[src/rtl/i2c_pkg.sv]
// Types and constants shared by the I2C target and controller sides.
package i2c_pkg;

    typedef enum logic [3:0] {
        ST_IDLE,
        ST_ADDR,
        ST_ADDR_ACK,
        ST_PTR,
        ST_PTR_ACK,
        ST_WR_BYTE,
        ST_WR_ACK,
        ST_RD_BYTE,
        ST_RD_ACK,
        ST_WAIT_STOP
    } target_state_t;

    localparam logic [1:0] PTR_TEMP  = 2'd0;
    localparam logic [1:0] PTR_CONF  = 2'd1;
    localparam logic [1:0] PTR_TLOW  = 2'd2;
    localparam logic [1:0] PTR_THIGH = 2'd3;

    // 12-bit temperature left-justified into the 16-bit register format.
    function automatic logic [15:0] temp_word(input logic [11:0] temp);
        return {temp, 4'h0};
    endfunction

endpackage

[src/rtl/i2c_line_sync.sv]
// Two-flop synchroniser for raw SCL/SDA plus SCL edge, START and STOP pulses.
module i2c_line_sync (
    input  logic clk,
    input  logic reset,
    input  logic scl_in,
    input  logic sda_in,
    output logic sda_level,
    output logic scl_rise,
    output logic scl_fall,
    output logic start_det,
    output logic stop_det
);

    logic [1:0] scl_sync;
    logic [1:0] sda_sync;
    logic       scl_prev;
    logic       sda_prev;

    // Flops come out of reset high, matching an idle bus, so no false edge.
    always_ff @(posedge clk or posedge reset) begin
        if (reset) begin
            scl_sync <= 2'b11;
            sda_sync <= 2'b11;
            scl_prev <= 1'b1;
            sda_prev <= 1'b1;
        end else begin
            // NOTE: non-blocking so each stage captures the pre-edge value of the one before it.
            scl_sync <= {scl_sync[0], scl_in};
            sda_sync <= {sda_sync[0], sda_in};
            scl_prev <= scl_sync[1];
            sda_prev <= sda_sync[1];
        end
    end

    assign sda_level = sda_sync[1];
    assign scl_rise  = scl_sync[1] & ~scl_prev;
    assign scl_fall  = ~scl_sync[1] & scl_prev;
    assign start_det = scl_sync[1] & scl_prev & sda_prev & ~sda_sync[1];
    assign stop_det  = scl_sync[1] & scl_prev & ~sda_prev & sda_sync[1];

endmodule

[src/rtl/i2c_temp_target.sv]
// I2C target emulating the board temperature sensor: pointer register,
// 16-bit config/T_LOW/T_HIGH registers and a snapshotted temperature read.
module i2c_temp_target #(
    parameter logic [6:0]  DEV_ADDR  = 7'h48,
    parameter logic [15:0] CONF_RST  = 16'h60A0,
    parameter logic [15:0] TLOW_RST  = 16'h4B00,
    parameter logic [15:0] THIGH_RST = 16'h5000
) (
    input  logic        clk,
    input  logic        reset,
    input  logic        scl_in,
    input  logic        sda_in,
    output logic        sda_oe,
    input  logic [11:0] temp_in,
    output logic [15:0] config_out,
    output logic        wr_strobe,
    output logic [1:0]  wr_ptr,
    output logic        busy
);
    import i2c_pkg::*;

    logic sda_level, scl_rise, scl_fall, start_det, stop_det;

    i2c_line_sync u_sync (
        .clk       (clk),
        .reset     (reset),
        .scl_in    (scl_in),
        .sda_in    (sda_in),
        .sda_level (sda_level),
        .scl_rise  (scl_rise),
        .scl_fall  (scl_fall),
        .start_det (start_det),
        .stop_det  (stop_det)
    );

    target_state_t state;
    logic [2:0]    bit_cnt;
    logic          byte_done;
    logic [7:0]    rx;
    logic [7:0]    tx;
    logic [7:0]    wr_msb;
    logic [15:0]   shadow;
    logic          lsb_next;
    logic          rw;
    logic [1:0]    ptr;
    logic [15:0]   conf_reg, tlow_reg, thigh_reg;
    logic [15:0]   rd_val;
    logic [7:0]    next_byte;

    always_comb begin
        // NOTE: default assignment first so no path leaves rd_val unassigned (no latch).
        rd_val = temp_word(temp_in);
        case (ptr)
            PTR_CONF:  rd_val = conf_reg;
            PTR_TLOW:  rd_val = tlow_reg;
            PTR_THIGH: rd_val = thigh_reg;
            default:   ;
        endcase
    end

    assign next_byte  = lsb_next ? shadow[7:0] : shadow[15:8];
    assign config_out = conf_reg;

    always_ff @(posedge clk or posedge reset) begin
        if (reset) begin
            state     <= ST_IDLE;
            sda_oe    <= 1'b0;
            busy      <= 1'b0;
            wr_strobe <= 1'b0;
            wr_ptr    <= 2'd0;
            bit_cnt   <= 3'd0;
            byte_done <= 1'b0;
            rx        <= 8'h00;
            tx        <= 8'h00;
            wr_msb    <= 8'h00;
            shadow    <= 16'h0000;
            lsb_next  <= 1'b0;
            rw        <= 1'b0;
            ptr       <= PTR_TEMP;
            // NOTE: only three small registers with defined power-on values, so they are reset; a real RAM would not be.
            conf_reg  <= CONF_RST;
            tlow_reg  <= TLOW_RST;
            thigh_reg <= THIGH_RST;
        end else begin
            wr_strobe <= 1'b0;
            if (stop_det) begin
                state     <= ST_IDLE;
                sda_oe    <= 1'b0;
                busy      <= 1'b0;
                bit_cnt   <= 3'd0;
                byte_done <= 1'b0;
                lsb_next  <= 1'b0;
            end else if (start_det) begin
                state     <= ST_ADDR;
                sda_oe    <= 1'b0;
                bit_cnt   <= 3'd0;
                byte_done <= 1'b0;
                lsb_next  <= 1'b0;
            end else if (scl_rise) begin
                case (state)
                    ST_ADDR, ST_PTR, ST_WR_BYTE, ST_RD_BYTE: begin
                        rx      <= {rx[6:0], sda_level};
                        bit_cnt <= bit_cnt + 3'd1;
                        if (bit_cnt == 3'd7) byte_done <= 1'b1;
                    end
                    ST_RD_ACK: begin
                        if (sda_level) begin
                            state <= ST_WAIT_STOP;
                            busy  <= 1'b0;
                        end else begin
                            byte_done <= 1'b1;
                        end
                    end
                    default: ;
                endcase
            end else if (scl_fall) begin
                case (state)
                    ST_ADDR: if (byte_done) begin
                        byte_done <= 1'b0;
                        if (rx[7:1] == DEV_ADDR) begin
                            state  <= ST_ADDR_ACK;
                            sda_oe <= 1'b1;
                            busy   <= 1'b1;
                            rw     <= rx[0];
                        end else begin
                            state <= ST_WAIT_STOP;
                            busy  <= 1'b0;
                        end
                    end
                    ST_ADDR_ACK: begin
                        if (rw) begin
                            // Snapshot taken here keeps MSB and LSB of one read coherent.
                            shadow   <= rd_val;
                            sda_oe   <= ~rd_val[15];
                            tx       <= {rd_val[14:8], 1'b0};
                            lsb_next <= 1'b1;
                            state    <= ST_RD_BYTE;
                        end else begin
                            sda_oe <= 1'b0;
                            state  <= ST_PTR;
                        end
                    end
                    ST_PTR: if (byte_done) begin
                        byte_done <= 1'b0;
                        ptr       <= rx[1:0];
                        sda_oe    <= 1'b1;
                        state     <= ST_PTR_ACK;
                    end
                    ST_PTR_ACK: begin
                        sda_oe   <= 1'b0;
                        lsb_next <= 1'b0;
                        state    <= ST_WR_BYTE;
                    end
                    ST_WR_BYTE: if (byte_done) begin
                        byte_done <= 1'b0;
                        sda_oe    <= 1'b1;
                        lsb_next  <= ~lsb_next;
                        state     <= ST_WR_ACK;
                        if (!lsb_next) begin
                            wr_msb <= rx;
                        end else if (ptr != PTR_TEMP) begin
                            wr_strobe <= 1'b1;
                            wr_ptr    <= ptr;
                            case (ptr)
                                PTR_CONF:  conf_reg  <= {wr_msb, rx};
                                PTR_TLOW:  tlow_reg  <= {wr_msb, rx};
                                PTR_THIGH: thigh_reg <= {wr_msb, rx};
                                default:   ;
                            endcase
                        end
                    end
                    ST_WR_ACK: begin
                        sda_oe <= 1'b0;
                        state  <= ST_WR_BYTE;
                    end
                    ST_RD_BYTE: begin
                        if (byte_done) begin
                            byte_done <= 1'b0;
                            sda_oe    <= 1'b0;
                            state     <= ST_RD_ACK;
                        end else begin
                            sda_oe <= ~tx[7];
                            tx     <= {tx[6:0], 1'b0};
                        end
                    end
                    ST_RD_ACK: if (byte_done) begin
                        byte_done <= 1'b0;
                        sda_oe    <= ~next_byte[7];
                        tx        <= {next_byte[6:0], 1'b0};
                        lsb_next  <= ~lsb_next;
                        state     <= ST_RD_BYTE;
                    end
                    default: ;
                endcase
            end
        end
    end

endmodule

[config.mk]
export PLATFORM = sky130hd
export DESIGN_NAME = i2c_temp_target
export DESIGN_NICKNAME = d
export VERILOG_FILES = /design/src/rtl/i2c_pkg.sv /design/src/rtl/i2c_line_sync.sv /design/src/rtl/i2c_temp_target.sv
export SDC_FILE = /design/constraint.sdc
export NUM_CORES = 1
export LEC_CHECK = 0
export ABC_AREA = 1
export CAP_MARGIN = 0
export CORE_MARGIN = 1
export CORE_UTILIZATION = 45
export DETAILED_ROUTE_END_ITERATION = 6
export PLACE_DENSITY = 0.66
export SYNTH_ARGS = -nofsm -noshare
export SYNTH_HDL_FRONTEND = slang
export SYNTH_SLANG_ARGS = --single-unit
[constraint.sdc]
create_clock -name clk -period 3.6 [get_ports clk]
set_input_delay 0.54 -clock clk [delete_from_list [all_inputs] [get_ports clk]]
set_output_delay 0.54 -clock clk [all_outputs]
set_load 0.01 [all_outputs]
## After elaboration in Yosys (flattened, before gate mapping)

Cells that the tools add are included.

| cells by class | value |
|---|---|
| multiplexer cells | 67 |
| add/sub/neg operators | 1 |
| reduce and logical (&&, ||, !) cells | 34 |
| bitwise logic cells | 18 |
| equal/unequal tests | 36 |

Operators with widths:

| kind | number |
|---|---|
| 4-bit 2-to-1 mux | 12 |
| 16-bit case mux with 3 select lines | 1 |
| 1-bit 2-to-1 mux | 40 |
| 9-bit AND reduction | 4 |
| 5-bit != test (second input constant) | 7 |
| 8-bit 2-to-1 mux | 4 |
| 4-bit case mux with 7 select lines | 1 |
| 8-bit case mux with 3 select lines | 1 |
| 7-bit AND reduction | 3 |
| 3-bit nonzero test | 7 |
| 6-bit AND reduction | 3 |
| 4-bit by 3-bit == test with 1-bit output (second input constant) | 4 |
| 4-bit by 1-bit != test with 1-bit output (second input constant) | 4 |
| 4-bit != test (second input constant) | 4 |
| 8-bit AND reduction | 2 |
| 3-bit 2-to-1 mux | 5 |
| 1-bit inverter | 11 |
| 5-bit AND reduction | 2 |
| 3-bit by 1-bit != test with 1-bit output (second input constant) | 3 |
| 9-bit nonzero test | 1 |
| 4-bit by 2-bit == test with 1-bit output (second input constant) | 2 |
| 4-bit nonzero test | 2 |
| 8-bit nonzero test | 1 |
| 1-bit bitwise AND | 7 |
| other kinds (20) | 25 |

| word-level totals | value |
|---|---|
| input bits | 16 |
| word-level logic and storage cells | 177 |
| register bits after elaboration | 111 |
| output and inout port bits | 21 |

## Longest topological paths before layout

Gate-level depths: netlist (run 1).

| logic depth | value |
|---|---|
| depth after elaboration | 9 |
| mapped depth | 11 |
| mapped depth without buffers | 11 |

## By module

From an unflattened synthesis (run 1), not the netlist that was laid out.

| unflattened totals | value |
|---|---|
| cells, all modules | 687 |
| area, all modules | 5326.4 um2 |

By module, submodules not included:

| module | sequential area each (um2) | cells each | area each (um2) | instances |
|---|---|---|---|---|
| i2c_temp_target | 2615.0 | 669 | 5123.7 | 1 |
| i2c_line_sync | 157.7 | 18 | 202.7 | 1 |

## Least setup slack after synthesis (run 1)

Ideal clock, no wire load.

| timing | value |
|---|---|
| path type | register to register |
| from | register u_sync.scl_prev |
| to | register thigh_reg[12] |
| data required time | 3.521 ns |
| cell stages (with the launch flop) | 9 |
| arrival | 1.648 ns |
| setup slack | 1.873 ns |
| path buffers | 1 |
| setup time | 0.079 ns |
| clock period less this slack | 1.727 ns |
| cells stage by stage | dfstp_2 ha_1 nand3_2 nand2_4 nor2_4 nand3_1 clkbuf_1 nand2_1 o21ai_0 |

| on the way | value |
|---|---|
| longest elaborated chain between the ends | 5 |
| elaborated cells on any way between the ends | 12 |
| those cells by class | bitwise: 11; reduce/logical: 1 |

RTL lines:

| element | RTL line | source |
|---|---|---|
| start, declared | i2c_line_sync.sv:16 | `logic scl_prev;` |
| start signal, assigned | i2c_line_sync.sv:30 | `scl_prev <= scl_sync[1];` |
| 1-bit bitwise AND | i2c_line_sync.sv:38, i2c_line_sync.sv:39 |  |
| 1-bit bitwise AND, on equally long branches (2 in series) | i2c_line_sync.sv:39, i2c_line_sync.sv:38 |  |
| 1-bit inverter (no source line) | n/a |  |
| 9-bit AND reduction (no source line) * | n/a |  |
| end signal, assigned | i2c_temp_target.sv:167 | `PTR_THIGH: thigh_reg <= {wr_msb, rx};` |
| end, declared | i2c_temp_target.sv:46 | `logic [15:0] conf_reg, tlow_reg, thigh_reg;` |

Mark *: on every way between the ends. The rest lies on a longest branch, timed or not.
A chain may end at the register's enable or synchronous reset.

## Final worst setup path (run 1)

| timing | value |
|---|---|
| from | register u_sync.scl_prev |
| to | register conf_reg[0] (netlist: config_out[0]) |

| on the way | value |
|---|---|
| longest elaborated chain between the ends | 5 |
| elaborated cells on any way between the ends | 12 |
| those cells by class | bitwise: 11; reduce/logical: 1 |

RTL lines:

| element | RTL line | source |
|---|---|---|
| 1-bit bitwise AND | i2c_line_sync.sv:38, i2c_line_sync.sv:39 |  |
| 1-bit bitwise AND, on equally long branches (2 in series) | i2c_line_sync.sv:39, i2c_line_sync.sv:38 |  |
| 1-bit inverter (no source line) | n/a |  |
| 9-bit AND reduction (no source line) * | n/a |  |
| end signal, assigned | i2c_temp_target.sv:165 | `PTR_CONF: conf_reg <= {wr_msb, rx};` |
| end, declared | i2c_temp_target.sv:46 |  |

Marked as above.

==> results_tabular.tex, run 1 <==
\begin{tabular}{lr}
\hline
Metric & Value \\
\hline
\multicolumn{2}{l}{\textbf{Worst setup path}} \\
\quad Cell with the biggest individual delay on the critical path & sky130\_fd\_sc\_hd\_\_nor2\_4 \\
\quad Nature of the critical path startpoint & flop \\
\quad Worst Path Required & 3.81 ns \\
\quad Delay of the slowest cell on the worst path & 0.55 ns \\
\quad Peak fanout along the critical path & 30 \\
\quad Worst path most repeated cell & sky130\_fd\_sc\_hd\_\_nor2\_4 \\
\quad Startpoint-to-endpoint class of the critical path & flop to flop \\
\quad Launching instance or port of the critical path & u\_sync.scl\_prev\$\_DFF\_PP1\_ \\
\quad Startpoint of the worst register-to-register path & u\_sync.scl\_prev\$\_DFF\_PP1\_ \\
\quad Arrival time at the worst endpoint & 2.61 ns \\
\quad Cell-by-cell trace of the critical path & ha\_1, nand3\_2, nand2\_4, nor2\_4, nand2\_2, nor2\_4, o21ai\_0 \\
\quad Type of element capturing the critical path & flop \\
\quad Cell count of the worst reg-to-reg path & 7 \\
\multicolumn{2}{l}{\textbf{Synthesis}} \\
\quad Mean instance size in the synthesized netlist & 7.89 um\^{}2 \\
\quad Yosys warning total & 0 \\
\quad Cell accounting for the most synthesized area & sky130\_fd\_sc\_hd\_\_dfrtp\_1 \\
\quad Post-synthesis instance total & 699 \\
\quad Sequential share of the synthesized area & 50.3\% \\
\quad Most used flip-flop cell after synthesis & sky130\_fd\_sc\_hd\_\_dfrtp\_1 \\
\quad Top cells by area in the synthesized netlist & sky130\_fd\_sc\_hd\_\_dfrtp\_1 43\%, sky130\_fd\_sc\_hd\_\_nand2\_1 18\%, sky130\_fd\_sc\_hd\_\_dfstp\_2 7.6\%, sky130\_fd\_sc\_hd\_\_o21ai\_0 6.7\%, sky130\_fd\_sc\_hd\_\_inv\_1 4.4\% \\
\quad Fraction of registers with async set/reset & 100\% \\
\quad Number of nets in the synthesized netlist & 721 \\
\quad Total of flip-flops plus latches after synthesis & 110 \\
\quad Area fraction of the dominant cell type after synthesis & 42.7\% \\
\quad Area of the mapped netlist & 0.00551 mm\^{}2 \\
\quad Number of synthesized flops with an enable pin & 0 \\
\quad Yosys cell types & 36 \\
\multicolumn{2}{l}{\textbf{Clock network}} \\
\quad Number of H-tree levels & 3 \\
\quad Total CTS buffers & 9 \\
\quad TritonCTS sink count & 110 \\
\quad Number of buffers added for setup after CTS & 0 \\
\quad Longest Clk Path Bufs & 2 \\
\quad Quantity of hold-fixing buffers added after cts & 0 \\
\quad Clock latency of the later-clocked register in the worst-skew pair & 0.35 ns \\
\quad CTS tree & built \\
\quad Clk Tree Root Cell & sky130\_fd\_sc\_hd\_\_clkbuf\_16 \\
\quad Clock input transition at the sequential cells of the worst setup and hold paths & 0.08 ns \\
\quad Quantity of gates resized following cts & 0 \\
\multicolumn{2}{l}{\textbf{Power and ir drop}} \\
\quad Tot Pwr & 3.46 mW \\
\quad Total power divided by cell area & 555 mW/mm\^{}2 \\
\quad Worst IR drop on VDD & 0.373 mV \\
\quad Leakage power of the design & 3.01 nW \\
\multicolumn{2}{l}{\textbf{STA}} \\
\quad Time the final worst path needs with I/O delays and setup & 2.40 ns \\
\quad Crit path setup slack, layout & 1.20 ns \\
\quad Final Hold Slack & 0.357 ns \\
\quad Final setup violation count & 0 \\
\quad Final Max Tran Viols & 0 \\
\quad Fraction of the cycle the final worst path needs & 66.7\% \\
\quad Setup Total Neg Slack & 0 ns \\
\quad Max-Slew Margin vs Limit & 52.8\% \\
\quad Final Skew & 0.00832 ns \\
\quad Pin slew with the least headroom to its limit & 0.708 ns \\
\quad Unrepaired setup endpoints after global routing & false \\
\quad Peak clock frequency supported by timing & 416 MHz \\
\quad Final Hold Viols & 0 \\
\multicolumn{2}{l}{\textbf{Route}} \\
\quad Routed len/inst & 16.0 um \\
\quad Iteration-0 DRC Markers & 362 \\
\quad Vias post-DR & 4645 \\
\quad Post-route antenna net violation count & 0 \\
\quad Post-Route WL & 14000 um \\
\quad Detail-routed via count per cell & 5.29 \\
\quad Detailed-route DRC error count & 0 \\
\quad First-pass detailed-route iteration total & 5 \\
\multicolumn{2}{l}{\textbf{Place}} \\
\quad Placed cell areas & 0.00595 mm\^{}2 \\
\quad Instance count after placement with tap cells included & 862 \\
\quad Routability-driven placement congestion ratio & 0.913 \\
\quad Pre-CTS setup slack & 1.21 ns \\
\quad Half-perimeter wire length after placement & 9850 um \\
\quad Number of port buffers & 36 \\
\multicolumn{2}{l}{\textbf{Final layout}} \\
\quad Antenna diodes & 0 \\
\quad Utilization after layout & 52.1\% \\
\quad Layout cell share with drive strength beyond 1 & 9.44\% \\
\quad Nets & 748 \\
\quad Final Instance Count excl. Fillers & 878 \\
\quad Relative area change from synthesis to final layout & 13.0\% \\
\quad Non-Filler Cell Area, Final & 0.00623 mm\^{}2 \\
\multicolumn{2}{l}{\textbf{Die}} \\
\quad Starting Density & 46.1\% \\
\quad Core area & 0.0120 mm\^{}2 \\
\quad Number of placement rows & 40 \\
\quad Vertical die dimension & 113 um \\
\quad Die W & 113 um \\
\quad Die area & 0.0127 mm\^{}2 \\
\quad IO Pins & 37 \\
\multicolumn{2}{l}{\textbf{GRT}} \\
\quad Largest net degree at the start of global routing & 59 \\
\quad Global-route usage over all layers & 23.5\% \\
\quad Antenna violations before repair & 0 \\
\quad Total overflow reported by the global router & 0 \\
\quad First-pass GRT wire length & 22900 um \\
\quad Number of global-route vias before repair & 4471 \\
\multicolumn{2}{l}{\textbf{Job}} \\
\quad Count of max-cap constraint violations & 0 \\
\multicolumn{2}{l}{\textbf{Run status}} \\
\quad Result of the run & complete, no violations \\
\multicolumn{2}{l}{\textbf{Worst hold path}} \\
\quad Hold Path Depth & 0 \\
\quad Worst hold path startpoint & u\_sync.sda\_sync[0]\$\_DFF\_PP1\_ \\
\quad Worst hold-check path type & flop to flop \\
\hline
\end{tabular}
==> cell usage in the layout, fill, tap and decap left out, types with 2 or more instances in the layout <==
| cell type | count |
|---|---|
| sky130_fd_sc_hd__nor2_2 | 2 |
| sky130_fd_sc_hd__clkbuf_16 | 9 |
| sky130_fd_sc_hd__ha_1 | 6 |
| sky130_fd_sc_hd__a21oi_1 | 17 |
| sky130_fd_sc_hd__inv_6 | 4 |
| sky130_fd_sc_hd__o21ai_0 | 74 |
| sky130_fd_sc_hd__buf_4 | 3 |
| sky130_fd_sc_hd__nor2_1 | 43 |
| sky130_fd_sc_hd__inv_4 | 2 |
| sky130_fd_sc_hd__nand2_4 | 2 |
| sky130_fd_sc_hd__dfrtp_1 | 94 |
| sky130_fd_sc_hd__nand3_1 | 28 |
| sky130_fd_sc_hd__inv_1 | 64 |
| sky130_fd_sc_hd__nand2_1 | 259 |
| sky130_fd_sc_hd__nand2_2 | 4 |
| sky130_fd_sc_hd__nand3_2 | 2 |
| sky130_fd_sc_hd__o2111ai_1 | 3 |
| sky130_fd_sc_hd__dfstp_2 | 16 |
| sky130_fd_sc_hd__o21ai_1 | 17 |
| sky130_fd_sc_hd__o21ai_2 | 7 |
| sky130_fd_sc_hd__o211ai_1 | 2 |
| sky130_fd_sc_hd__inv_2 | 5 |
| sky130_fd_sc_hd__clkdlybuf4s50_1 | 36 |
| sky130_fd_sc_hd__nor3_1 | 3 |
| sky130_fd_sc_hd__nand4_1 | 9 |
| sky130_fd_sc_hd__a221oi_1 | 2 |
| sky130_fd_sc_hd__nor3_4 | 2 |
| sky130_fd_sc_hd__nor2_4 | 5 |
==> routing by layer <==
| layer | track usage (%) | share of wire, % | vias up |
|---|---|---|---|
| li1 | - | - | 2287 |
| met5 | 0 | 0 | - |
| met2 | 37.0 | 46 | 134 |
| met1 | 32.9 | 47 | 2200 |
| met4 | 8.36 | 1.9 | 0 |
| met3 | 4.12 | 5.7 | 24 |
==> worst paths after layout <==
| kind | endpoint | slack [ns] |
|---|---|---|
| worst min register to register | u_sync.sda_sync[1]$_DFF_PP1_ | 0.36 |
| min in group asynchronous | tlow_reg[10]$_DFFE_PP0P_ | 0.66 |
| worst max-delay path | config_out[0]$_DFFE_PP0P_ | 1.20 |
| worst min-delay path | u_sync.sda_sync[1]$_DFF_PP1_ | 0.36 |
| worst max register to register | config_out[0]$_DFFE_PP0P_ | 1.20 |
| max in group asynchronous | tlow_reg[8]$_DFFE_PP1P_ | 2.15 |
==> worst max-delay path, delay by kind of cell, from the launching register on <==
family | cells | cell delay, ns
AND/OR/NAND/NOR | 5 | 1.45
flip-flops | 1 | 0.39
adder cells (fa/ha/maj) | 1 | 0.23
AO/OA/AOI/OAI | 1 | 0.18
==> final cells by class <==
cell class	instances	area [um^2]
clock inverters	6	51.3
well taps	147	184
repair buffers	40	403
flip-flops and latches	110	2770
fillers	1146	5730
multi-input cells	493	2310
clock buffers	10	229
inverters	72	275
==> power by group <==
group / total, mW / internal, mW / switching (mW)
logic: 0.975 / 0.306 / 0.669
clock network: 0.963 / 0.484 / 0.478
registers: 1.52 / 1.36 / 0.159
==> cells in the mapped netlist, types with 2 or more instances <==
library cell	number
sky130_fd_sc_hd__clkbuf_1	6
sky130_fd_sc_hd__nand2_1	259
sky130_fd_sc_hd__inv_2	5
sky130_fd_sc_hd__nor2_4	5
sky130_fd_sc_hd__dfrtp_1	94
sky130_fd_sc_hd__o21ai_2	7
sky130_fd_sc_hd__nor2_1	43
sky130_fd_sc_hd__buf_6	5
sky130_fd_sc_hd__a221oi_1	2
sky130_fd_sc_hd__inv_1	65
sky130_fd_sc_hd__a21oi_1	17
sky130_fd_sc_hd__ha_1	6
sky130_fd_sc_hd__nor3_4	2
sky130_fd_sc_hd__nand3_2	2
sky130_fd_sc_hd__nand2_4	2
sky130_fd_sc_hd__o2111ai_1	3
sky130_fd_sc_hd__buf_2	7
sky130_fd_sc_hd__nor3_1	3
sky130_fd_sc_hd__dfstp_2	16
sky130_fd_sc_hd__nor2_2	2
sky130_fd_sc_hd__nand3_1	28
sky130_fd_sc_hd__o211ai_1	2
sky130_fd_sc_hd__o21ai_0	74
sky130_fd_sc_hd__nand2_2	4
sky130_fd_sc_hd__nand4_1	9
sky130_fd_sc_hd__buf_4	5
sky130_fd_sc_hd__o21ai_1	17
==> cell families after synthesis <==
group	after synthesis	share of synthesized area [%]
adder cells (fa/ha/maj)	6	1.36
flip-flops	110	50.3
AO/OA/AOI/OAI	125	12.4
buffers and inverters	96	7.76
AND/OR/NAND/NOR	362	28.2
No activity file was read; power rests on OpenSTA's default activity.
==> run 2: changes to the inputs <==
--- a/config.mk
+++ b/config.mk
@@ -10,7 +10,6 @@
 export CORE_MARGIN = 1
 export CORE_UTILIZATION = 45
 export DETAILED_ROUTE_END_ITERATION = 6
-export PLACE_DENSITY = 0.66
 export SYNTH_ARGS = -nofsm -noshare
 export SYNTH_HDL_FRONTEND = slang
 export SYNTH_SLANG_ARGS = --single-unit
==> constraint.sdc (replaced) <==
create_clock -name clk -period 2.5 [get_ports clk]
set_input_delay 0.375 -clock clk [delete_from_list [all_inputs] [get_ports clk]]
set_output_delay 0.375 -clock clk [all_outputs]
set_load 0.01 [all_outputs]
==> run 2 against run 1 <==
  * Cell area up 1.5%
  * Clock skew up 0.0028 ns
  * Via count up 0.13%
  * Critical endpoint is now config_out[2]$_DFFE_PP0P_
  * Largest power group unchanged
  * Highest routed layer unchanged
==> results_tabular.tex, run 2 (synthesis results as in run 1) <==
\begin{tabular}{lr}
\hline
Metric & Value \\
\hline
\multicolumn{2}{l}{\textbf{Power and ir drop}} \\
\quad Clock network power share & 29.7\% \\
\quad Internal power & 3.24 mW \\
\quad Reg power frac & 42.2\% \\
\quad Combinational share of power & 28.1\% \\
\quad Worst IR drop on VDD & 0.587 mV \\
\quad Total power divided by cell area & 813 mW/mm\^{}2 \\
\quad Sw frac & 36.9\% \\
\quad Leakage power of the design & 3.06 nW \\
\quad Switch Pwr & 1.90 mW \\
\multicolumn{2}{l}{\textbf{Final layout}} \\
\quad Layout cell share with drive strength beyond 1 & 10.3\% \\
\quad Top library cells by usage in the layout, fill and taps aside & 259 x sky130\_fd\_sc\_hd\_\_nand2\_1, 94 x sky130\_fd\_sc\_hd\_\_dfrtp\_1, 74 x sky130\_fd\_sc\_hd\_\_o21ai\_0 \\
\quad Commonest non-fill, non-tap cell in the layout & sky130\_fd\_sc\_hd\_\_nand2\_1 \\
\quad Final Instance Count excl. Fillers & 884 \\
\quad Antenna diodes & 0 \\
\quad Relative area change from synthesis to final layout & 14.7\% \\
\quad Nets & 754 \\
\multicolumn{2}{l}{\textbf{Route}} \\
\quad Iteration-0 DRC Markers & 342 \\
\quad Detailed-route DRC error count & 0 \\
\quad Post-Route WL & 14400 um \\
\quad Routed len/inst & 16.2 um \\
\quad Detail-routed via count per cell & 5.26 \\
\quad Vias post-DR & 4651 \\
\quad Post-route antenna net violation count & 0 \\
\quad First-pass detailed-route iteration total & 5 \\
\multicolumn{2}{l}{\textbf{Die}} \\
\quad IO Pins & 37 \\
\quad Number of placement rows & 40 \\
\quad Starting Density & 46.1\% \\
\quad Core area & 0.0120 mm\^{}2 \\
\quad Die W & 113 um \\
\quad Die area & 0.0127 mm\^{}2 \\
\quad Vertical die dimension & 113 um \\
\multicolumn{2}{l}{\textbf{Clock network}} \\
\quad CTS tree & built \\
\quad Longest Clk Path Bufs & 2 \\
\quad Quantity of gates resized following cts & 0 \\
\quad Number of buffers added for setup after CTS & 0 \\
\quad Clock input transition at the sequential cells of the worst setup and hold paths & 0.07 ns \\
\quad Number of H-tree levels & 3 \\
\quad TritonCTS sink count & 110 \\
\quad Clock latency of the later-clocked register in the worst-skew pair & 0.37 ns \\
\quad Quantity of hold-fixing buffers added after cts & 0 \\
\quad Clk Tree Root Cell & sky130\_fd\_sc\_hd\_\_clkbuf\_16 \\
\quad Total CTS buffers & 9 \\
\multicolumn{2}{l}{\textbf{STA}} \\
\quad Final Max Tran Viols & 0 \\
\quad Unrepaired setup endpoints after global routing & false \\
\quad Fraction of the cycle the final worst path needs & 82.7\% \\
\quad Time the final worst path needs with I/O delays and setup & 2.07 ns \\
\quad Peak clock frequency supported by timing & 484 MHz \\
\quad Crit path setup slack, layout & 0.432 ns \\
\quad Setup Total Neg Slack & 0 ns \\
\quad Final Hold Viols & 0 \\
\quad Max-Slew Margin vs Limit & 56.1\% \\
\quad Final setup violation count & 0 \\
\quad Final Skew & 0.0112 ns \\
\quad Pin slew with the least headroom to its limit & 0.658 ns \\
\multicolumn{2}{l}{\textbf{Worst setup path}} \\
\quad Startpoint-to-endpoint class of the critical path & flop to flop \\
\quad Cell family contributing the most delay on the critical path & simple AND/OR/NAND/NOR gates \\
\quad Cell with the biggest individual delay on the critical path & sky130\_fd\_sc\_hd\_\_nor2\_4 \\
\quad Arrival time at the worst endpoint & 2.29 ns \\
\quad CP bufs+invs & 0 \\
\quad Peak fanout along the critical path & 23 \\
\quad Delay of the slowest cell on the worst path & 0.46 ns \\
\quad Worst path most repeated cell & sky130\_fd\_sc\_hd\_\_nor2\_4 \\
\quad Worst Path Required & 2.72 ns \\
\quad Type of element capturing the critical path & flop \\
\quad Nature of the critical path startpoint & flop \\
\quad Cell-by-cell trace of the critical path & ha\_1, nand3\_2, nand2\_4, nor2\_4, nand2\_2, nor2\_4, o21ai\_0 \\
\multicolumn{2}{l}{\textbf{Place}} \\
\quad Instance count after placement with tap cells included & 868 \\
\quad Half-perimeter wire length after placement & 10200 um \\
\quad Routability-driven placement congestion ratio & 0.862 \\
\quad Number of port buffers & 36 \\
\quad Pre-CTS setup slack & 0.439 ns \\
\multicolumn{2}{l}{\textbf{GRT}} \\
\quad Antenna violations before repair & 0 \\
\quad First-pass GRT wire length & 23700 um \\
\quad Total overflow reported by the global router & 0 \\
\quad Number of global-route vias before repair & 4427 \\
\quad Largest net degree at the start of global routing & 46 \\
\quad Global-route usage over all layers & 24.6\% \\
\multicolumn{2}{l}{\textbf{Worst hold path}} \\
\quad Worst hold-check path type & flop to flop \\
\multicolumn{2}{l}{\textbf{Run status}} \\
\quad Result of the run & complete, no violations \\
\multicolumn{2}{l}{\textbf{Job}} \\
\quad Count of max-cap constraint violations & 0 \\
\hline
\end{tabular}
-- run 2: cell types whose count changed in the layout (fill, tap and decap cells not counted), sizes merged --
cell      change
buf           +6
bufinv        +1
clkinv        +2
clkinvlp      +1
inv           -4
-- run 2: power groups by stage --
stage | combinational, mW | sequential (mW) | clock [mW]
6_report | 1.45 | 2.17 | 1.53
3_5_place_dp | 1.45 | 2.20 | 0
5_1_grt | 1.65 | 2.20 | 1.62
4_1_cts | 1.45 | 2.17 | 1.55
3_3_place_gp | 1.43 | 2.19 | 0
2_1_floorplan | 1.10 | 2.12 | 0
-- run 2: stage by stage --
step           hold slack, ns  instance area, um^2  power [mW]  util (%)
3_3_place_gp            0.348                 6010        3.63      50.2
2_1_floorplan           0.345                 5520        3.22         -
3_5_place_dp            0.354                 6010        3.65      50.2
6_report                0.364                 6320        5.14      52.9
5_1_grt                 0.371                 6320        5.48      52.9
4_1_cts                 0.366                 6320        5.18      52.9
-- run 2: final timing paths --
path | end | from | slack (ns) | cells past startpoint
worst min register to register | u_sync.sda_sync[1]$_DFF_PP1_ | u_sync.sda_sync[0]$_DFF_PP1_ | 0.36 | 0
worst max-delay path | config_out[2]$_DFFE_PP0P_ | u_sync.scl_prev$_DFF_PP1_ | 0.43 | 7
max in group asynchronous | u_sync.sda_sync[0]$_DFF_PP1_ | reset | 1.41 | 3
min in group asynchronous | config_out[6]$_DFFE_PP0P_ | reset | 0.42 | 2
worst min-delay path | u_sync.sda_sync[1]$_DFF_PP1_ | u_sync.sda_sync[0]$_DFF_PP1_ | 0.36 | 0
worst max register to register | config_out[2]$_DFFE_PP0P_ | u_sync.scl_prev$_DFF_PP1_ | 0.43 | 7
-- run 2: layout make-up --
class / count / area (um^2)
clock buffer: 10 / 239
clock inverter: 6 / 76.3
fill: 1138 / 5640
inverter: 72 / 277
multi-input combinational: 493 / 2310
sequential: 110 / 2770
tap: 147 / 184
timing repair buffer: 46 / 460
-- run 2: layer usage --
layer	track usage, %	share of wire (%)	vias up
li1	-	-	2299
met1	35.6	50	2244
met2	37.7	45	97
met3	5.52	4.7	11
met4	5.78	1.1	0
met5	0	0	-
==> run 3: changes to the inputs <==
--- a/config.mk
+++ b/config.mk
@@ -10,6 +10,7 @@
 export CORE_MARGIN = 1
 export CORE_UTILIZATION = 45
 export DETAILED_ROUTE_END_ITERATION = 6
+export PLACE_DENSITY = 0.66
 export SYNTH_ARGS = -nofsm -noshare
 export SYNTH_HDL_FRONTEND = slang
 export SYNTH_SLANG_ARGS = --single-unit
==> constraint.sdc (replaced) <==
create_clock -name clk -period 1.8 [get_ports clk]
set_input_delay 0.27 -clock clk [delete_from_list [all_inputs] [get_ports clk]]
set_output_delay 0.27 -clock clk [all_outputs]
set_load 0.01 [all_outputs]
==> run 3 against run 2 <==
  * Wire length up 0.22%
  * Sequential power increased by 37%
  * Core utilization up 3.6 points
  * Register-to-register slack got worse by 0.36 ns
  * Clock skew decreased by 0.0043 ns
  * Die area did not move
  * Clock power increased by 38%
  * Hold slack worse by 0.056 ns
  * Critical path depth up 3
  * Critical endpoint is now config_out[12]$_DFFE_PP0P_
  * Largest power group unchanged
==> results_tabular.tex, run 3 (synthesis results as in run 1) <==
\begin{tabular}{lr}
\hline
Metric & Value \\
\hline
\multicolumn{2}{l}{\textbf{Worst setup path}} \\
\quad Cell family contributing the most delay on the critical path & flip-flops \\
\quad Arrival time at the worst endpoint & 1.97 ns \\
\quad Type of element capturing the critical path & flop \\
\quad Peak fanout along the critical path & 9 \\
\quad Cell with the biggest individual delay on the critical path & sky130\_fd\_sc\_hd\_\_dfstp\_2 \\
\quad Delay of the slowest cell on the worst path & 0.58 ns \\
\quad Cell-by-cell trace of the critical path & ha\_4, nand3\_4, nand2\_4, nor2\_4, buf\_4, nand2\_4, nor2\_4, buf\_4, nand2\_1, nand2\_1 \\
\quad Nature of the critical path startpoint & flop \\
\quad Worst Path Required & 2.05 ns \\
\quad Startpoint-to-endpoint class of the critical path & flop to flop \\
\quad CP bufs+invs & 2 \\
\multicolumn{2}{l}{\textbf{Die}} \\
\quad Number of placement rows & 40 \\
\quad Die W & 113 um \\
\quad Vertical die dimension & 113 um \\
\quad Die area & 0.0127 mm\^{}2 \\
\quad Core area & 0.0120 mm\^{}2 \\
\quad Starting Density & 46.1\% \\
\quad IO Pins & 37 \\
\multicolumn{2}{l}{\textbf{Route}} \\
\quad Post-route antenna net violation count & 0 \\
\quad Detailed-route DRC error count & 0 \\
\quad Post-Route WL & 14400 um \\
\quad Iteration-0 DRC Markers & 356 \\
\quad Detail-routed via count per cell & 5.32 \\
\quad First-pass detailed-route iteration total & 6 \\
\quad Routed len/inst & 15.7 um \\
\quad Vias post-DR & 4883 \\
\multicolumn{2}{l}{\textbf{GRT}} \\
\quad Met1 layer usage reported by global route & 33.6\% \\
\quad First-pass GRT wire length & 23500 um \\
\quad Antenna violations before repair & 0 \\
\quad Global-route usage over all layers & 24.1\% \\
\quad Largest net degree at the start of global routing & 81 \\
\quad Number of global-route vias before repair & 4652 \\
\quad Met2 global-route usage & 37.9\% \\
\quad Total overflow reported by the global router & 0 \\
\quad Global routing met3 resource utilization & 4.98\% \\
\quad Peak-usage layer in the global routing report & met2 \\
\multicolumn{2}{l}{\textbf{Final layout}} \\
\quad Fill cells & 1131 \\
\quad Top library cells by usage in the layout, fill and taps aside & 256 x sky130\_fd\_sc\_hd\_\_nand2\_1, 93 x sky130\_fd\_sc\_hd\_\_dfrtp\_1, 66 x sky130\_fd\_sc\_hd\_\_o21ai\_0 \\
\quad Relative area change from synthesis to final layout & 22.4\% \\
\quad Commonest non-fill, non-tap cell in the layout & sky130\_fd\_sc\_hd\_\_nand2\_1 \\
\quad Final Instance Count excl. Fillers & 917 \\
\quad Non-Filler Cell Area, Final & 0.00675 mm\^{}2 \\
\quad Antenna diodes & 0 \\
\quad Layout cell share with drive strength beyond 1 & 16.5\% \\
\quad Nets & 787 \\
\multicolumn{2}{l}{\textbf{Place}} \\
\quad Placed cell areas & 0.00622 mm\^{}2 \\
\quad Half-perimeter wire length after placement & 10100 um \\
\quad Instance count after placement with tap cells included & 892 \\
\quad Routability-driven placement congestion ratio & 0.886 \\
\quad Number of port buffers & 36 \\
\multicolumn{2}{l}{\textbf{STA}} \\
\quad Final Max Tran Viols & 0 \\
\quad Time the final worst path needs with I/O delays and setup & 1.72 ns \\
\quad Final Skew & 0.00685 ns \\
\quad Final setup violation count & 0 \\
\quad Peak clock frequency supported by timing & 580 MHz \\
\quad Final Hold Viols & 0 \\
\quad Setup Total Neg Slack & 0 ns \\
\quad Max-Slew Margin vs Limit & 70.1\% \\
\quad Final Hold Slack & 0.308 ns \\
\quad Pin slew with the least headroom to its limit & 0.449 ns \\
\quad Fraction of the cycle the final worst path needs & 95.8\% \\
\quad Unrepaired setup endpoints after global routing & true \\
\multicolumn{2}{l}{\textbf{Clock network}} \\
\quad Quantity of hold-fixing buffers added after cts & 0 \\
\quad TritonCTS sink count & 110 \\
\quad Clk Tree Root Cell & sky130\_fd\_sc\_hd\_\_clkbuf\_16 \\
\quad CTS tree & built \\
\quad Clock input transition at the sequential cells of the worst setup and hold paths & 0.07 ns \\
\quad Clock latency of the later-clocked register in the worst-skew pair & 0.36 ns \\
\quad Longest Clk Path Bufs & 2 \\
\quad Total CTS buffers & 9 \\
\quad Number of H-tree levels & 3 \\
\multicolumn{2}{l}{\textbf{Power and ir drop}} \\
\quad Total power divided by cell area & 1110 mW/mm\^{}2 \\
\quad Worst IR drop on VDD & 0.546 mV \\
\quad Leakage power of the design & 3.26 nW \\
\quad Tot Pwr & 7.47 mW \\
\multicolumn{2}{l}{\textbf{Run status}} \\
\quad Result of the run & complete, no violations \\
\multicolumn{2}{l}{\textbf{Job}} \\
\quad Count of max-cap constraint violations & 0 \\
\multicolumn{2}{l}{\textbf{Worst hold path}} \\
\quad Worst hold-check path type & primary input to flop \\
\hline
\end{tabular}
run 3: changes by cell type in the layout (fill, tap and decap cells not counted), sizes merged:
cell	change
buf	+33
clkbuf	-1
clkinvlp	+1
inv	+2
clkinv	-2
run 3: layout make-up:
type | instances | area [um^2] | share of cell area, %
inverter | 72 | 285 | 4.23
timing repair buffer | 79 | 773 | 11.5
sequential | 110 | 2770 | 41.1
tap | 147 | 184 | 2.73
clock buffer | 9 | 225 | 3.34
clock inverter | 7 | 86.3 | 1.28
multi-input combinational | 493 | 2420 | 35.9
run 3: through the flow:
step | util, % | setup slack [ns]
4_1_cts | 54.7 | -0.00108
5_1_grt | 56.4 | -0.0225
3_5_place_dp | 52.0 | -0.0285
3_3_place_gp | 52.0 | 0.00463
2_1_floorplan | - | 0.0728
6_report | 56.4 | 0.0750
run 3: path summary, 6_finish.rpt:
path                       slack, ns  cells after the start                          from                            to
max                             0.08                     10  u_sync.scl_sync[1]$_DFF_PP1_    config_out[12]$_DFFE_PP0P_
max in group asynchronous       1.03                      3                         reset  u_sync.sda_sync[0]$_DFF_PP1_
min in group asynchronous       0.38                      3                         reset      tlow_reg[13]$_DFFE_PP0P_
min                             0.31                      1                        sda_in  u_sync.sda_sync[0]$_DFF_PP1_
max reg2reg                     0.08                     10  u_sync.scl_sync[1]$_DFF_PP1_    config_out[12]$_DFFE_PP0P_
min reg2reg                     0.36                      0  u_sync.scl_sync[0]$_DFF_PP1_  u_sync.scl_sync[1]$_DFF_PP1_
run 3: where the power goes:
part / internal [mW] / switching [mW]
clock: 1.12 / 0.996
sequential: 2.73 / 0.248
combinational: 0.849 / 1.53
run 3: metal layers:
metal / share of wire (%) / up-vias
met5: 0 / -
li1: - / 2356
met3: 6.0 / 15
met1: 46 / 2346
met2: 47 / 166
met4: 1.5 / 0
run 3: repair_timing:
| item | CTS | global route |
|---|---|---|
| endpoints found under the setup margin | 7 | 66 |
| cloned | 0 | 0 |
| pin swaps | 1 | 4 |
| gates resized for setup | 2 | 41 |
| setup buffers | 0 | 9 |
==> RTL edit, RTL diff (flow settings as in run 3) <==
Add an input register stage for `scl_in`, `sda_in` and `temp_in`; this delays them by one clock.
--- a/src/rtl/i2c_temp_target.sv
+++ b/src/rtl/i2c_temp_target.sv
@@ -20,4 +20,14 @@
     import i2c_pkg::*;
 
+    logic scl_q;
+    logic sda_q;
+    logic [11:0] temp_q;
+
+    always_ff @(posedge clk) begin
+        scl_q  <= scl_in;
+        sda_q  <= sda_in;
+        temp_q <= temp_in;
+    end
+
     logic sda_level, scl_rise, scl_fall, start_det, stop_det;
 
@@ -25,6 +35,6 @@
         .clk       (clk),
         .reset     (reset),
-        .scl_in    (scl_in),
-        .sda_in    (sda_in),
+        .scl_in    (scl_q),
+        .sda_in    (sda_q),
         .sda_level (sda_level),
         .scl_rise  (scl_rise),
@@ -50,5 +60,5 @@
     always_comb begin
         // NOTE: default assignment first so no path leaves rd_val unassigned (no latch).
-        rd_val = temp_word(temp_in);
+        rd_val = temp_word(temp_q);
         case (ptr)
             PTR_CONF:  rd_val = conf_reg;
Function: same outputs for any inputs over 4 cycles, from zero or initial values and one cycle with reset high; that may be too few to reach the edited logic, so the function may still have changed.
==> RTL edit against run 3 <==
Via count fell by 1.4%; worst setup slack got worse by 0.044 ns; sequential power increased by 9.1%; sequential cell count is 14 higher; register-to-register slack worse by 0.02 ns; hold slack lost 0.019 ns; count of clock-buffer cells in the layout rose by 11; cell area up 9.3%; wire length is 0.17% lower; utilization rose by 4.5 points; area after synthesis grew 2.2%; non-clock buffer count is 12 higher; power is 21% higher; critical endpoint is now config_out[13].
==> RTL edit: results (changes against run 3) <==
{
  "viasPerCell": {"value": 5.01, "change": "was 5.32"},
  "clk-insertion-delay-late": {"value": 0.42, "unit": "ns", "change": "was 0.36 ns"},
  "numCtsBuffers": {"value": 17, "change": "was 9"},
  "layout.filler_cells": {"value": 1069, "change": "was 1,131"},
  "avgSynthCellArea": {"value": 8.16, "unit": "µm²", "change": "was 7.89 µm²"},
  "power_leakage": {"value": 3.41, "unit": "nW", "change": "was 3.26 nW"},
  "track_usage": {"value": 23.7, "unit": "%", "change": "was 24.1%"},
  "finalNetCount": {"value": 801, "change": "was 787"},
  "htree_num_levels": {"value": 4, "change": "was 3"},
  "synth_commonest_cells": {"value": "sky130_fd_sc_hd__nand2_1 (232), sky130_fd_sc_hd__dfrtp_1 (94), sky130_fd_sc_hd__o21ai_1 (56), sky130_fd_sc_hd__inv_1 (55), sky130_fd_sc_hd__o21ai_0 (52)", "change": "was sky130_fd_sc_hd__nand2_1 (259), sky130_fd_sc_hd__dfrtp_1 (94), sky130_fd_sc_hd__o21ai_0 (74), sky130_fd_sc_hd__inv_1 (65), sky130_fd_sc_hd__nor2_1 (43)"},
  "net_count_after_synthesis": {"value": 713, "change": "was 721"},
  "final_layout_size_suffix_gt1_share": {"value": 19.4, "unit": "%", "change": "was 16.5%"},
  "synth_area_leaders": {"value": "sky130_fd_sc_hd__dfrtp_1 (42%), sky130_fd_sc_hd__nand2_1 (15%), sky130_fd_sc_hd__dfstp_2 (7.5%)", "change": "was sky130_fd_sc_hd__dfrtp_1 (43%), sky130_fd_sc_hd__nand2_1 (18%), sky130_fd_sc_hd__dfstp_2 (7.6%)"},
  "reg2reg_depth": {"value": 9, "change": "was 10"},
  "cp_max_fo": {"value": 3, "change": "was 9"},
  "arrival_time_of_the_worst_setup_path": {"value": 1.50, "unit": "ns", "change": "was 1.97 ns"},
  "placedCellCount": {"value": 913, "change": "was 892"},
  "synth_sequential_area_ratio": {"value": 54.2, "unit": "%", "change": "was 50.3%"},
  "status": {"value": "completed", "change": "unchanged"},
  "first_global_vias": {"value": 4548, "change": "was 4,652"},
  "first_pass_grt_wire_length": {"value": 23200, "unit": "µm", "change": "was 23,500 µm"},
  "cts_repair_resize_count": {"value": 6, "change": "was 2"},
  "synth_cell_type_count": {"value": 32, "change": "was 36"},
  "layout.cells.non_filler": {"value": 960, "change": "was 917"},
  "initialDrtViolationCount": {"value": 344, "change": "was 356"},
  "post-dp-hpwl": {"value": 9670, "unit": "µm", "change": "was 10,100 µm"},
  "gpl.final_weighted_congestion": {"value": 0.876, "change": "was 0.886"},
  "irDropWorstVdd": {"value": 0.000836, "unit": "V", "change": "was 0.000546 V"}
}
-- RTL edit: changes by cell type after synthesis, moves of 10 or more --
cell / delta
sky130_fd_sc_hd__o21ai_1: +39
sky130_fd_sc_hd__nand2_1: -27
sky130_fd_sc_hd__o21ai_0: -22
sky130_fd_sc_hd__dfxtp_1: +14
sky130_fd_sc_hd__buf_2: +11
sky130_fd_sc_hd__inv_1: -10
-- RTL edit: power by group through the flow --
stage | logic (mW) | registers (mW) | clock network [mW]
global route | 2.59 | 3.29 | 3.65
floorplan | 1.49 | 3.23 | 0
CTS | 2.12 | 3.25 | 3.54
global placement | 2.07 | 3.28 | 0
detailed placement | 2.11 | 3.29 | 0
finish | 2.29 | 3.25 | 3.49
-- RTL edit: stage by stage --
step / hold slack (ns) / util [%] / worst slack (ns) / TNS [ns] / power [mW]
after global routing: 0.284 / 60.9 / -0.0315 / -0.0761 / 9.53
after floorplan: 0.284 / - / 0.0824 / 0 / 4.71
after CTS: 0.279 / 59.1 / -0.00492 / -0.0112 / 8.91
final: 0.290 / 60.9 / 0.0309 / 0 / 9.03
after global placement: 0.289 / 53.4 / 0.0147 / 0 / 5.35
after detailed placement: 0.296 / 53.4 / -0.0464 / -0.297 / 5.40
-- RTL edit: worst paths after layout --
check	startpoint	endpoint	slack [ns]
max in group asynchronous	reset	u_sync.sda_sync[0]$_DFF_PP1_	1.05
setup / recovery	config_out[13]$_DFFE_PP1P_	config_out[13]	0.03
hold reg to reg	scl_q$_DFF_P_	u_sync.scl_sync[0]$_DFF_PP1_	0.30
min in group clk	temp_in[6]	temp_q[6]$_DFF_P_	0.29
hold / removal	reset	tx[3]$_DFFE_PP0P_	0.29
setup reg to reg	u_sync.scl_prev$_DFF_PP1_	tx[5]$_DFFE_PP0P_	0.06
-- RTL edit: logic make-up (layout without fill, tap and decap cells) --
family / after synthesis / count (layout) / synth area share [%]
buffers and inverters: 83 / 184 / 6.13
AND/OR/NAND/NOR: 340 / 340 / 25.5
adder cells (fa/ha/maj): 6 / 6 / 1.33
multiplexers: 1 / 1 / 0.178
flip-flops: 124 / 124 / 54.2
AO/OA/AOI/OAI: 137 / 137 / 12.7
-- RTL edit: cell type report --
type | count | area (µm²) | area share (%)
multi-input combinational | 484 | 2370 | 32.1
timing repair buffer | 91 | 898 | 12.2
tap | 168 | 210 | 2.85
clock inverter | 12 | 134 | 1.82
inverter | 61 | 235 | 3.19
sequential | 124 | 3050 | 41.4
clock buffer | 20 | 478 | 6.48
-- RTL edit: metal layers --
layer	routed length (µm)	GRT usage, %	vias to the layer above
met5	0	0	-
met2	6650	35.9	122
met4	285	7.88	0
met3	684	6.32	19
li1	-	-	2403
met1	6750	33.0	2269
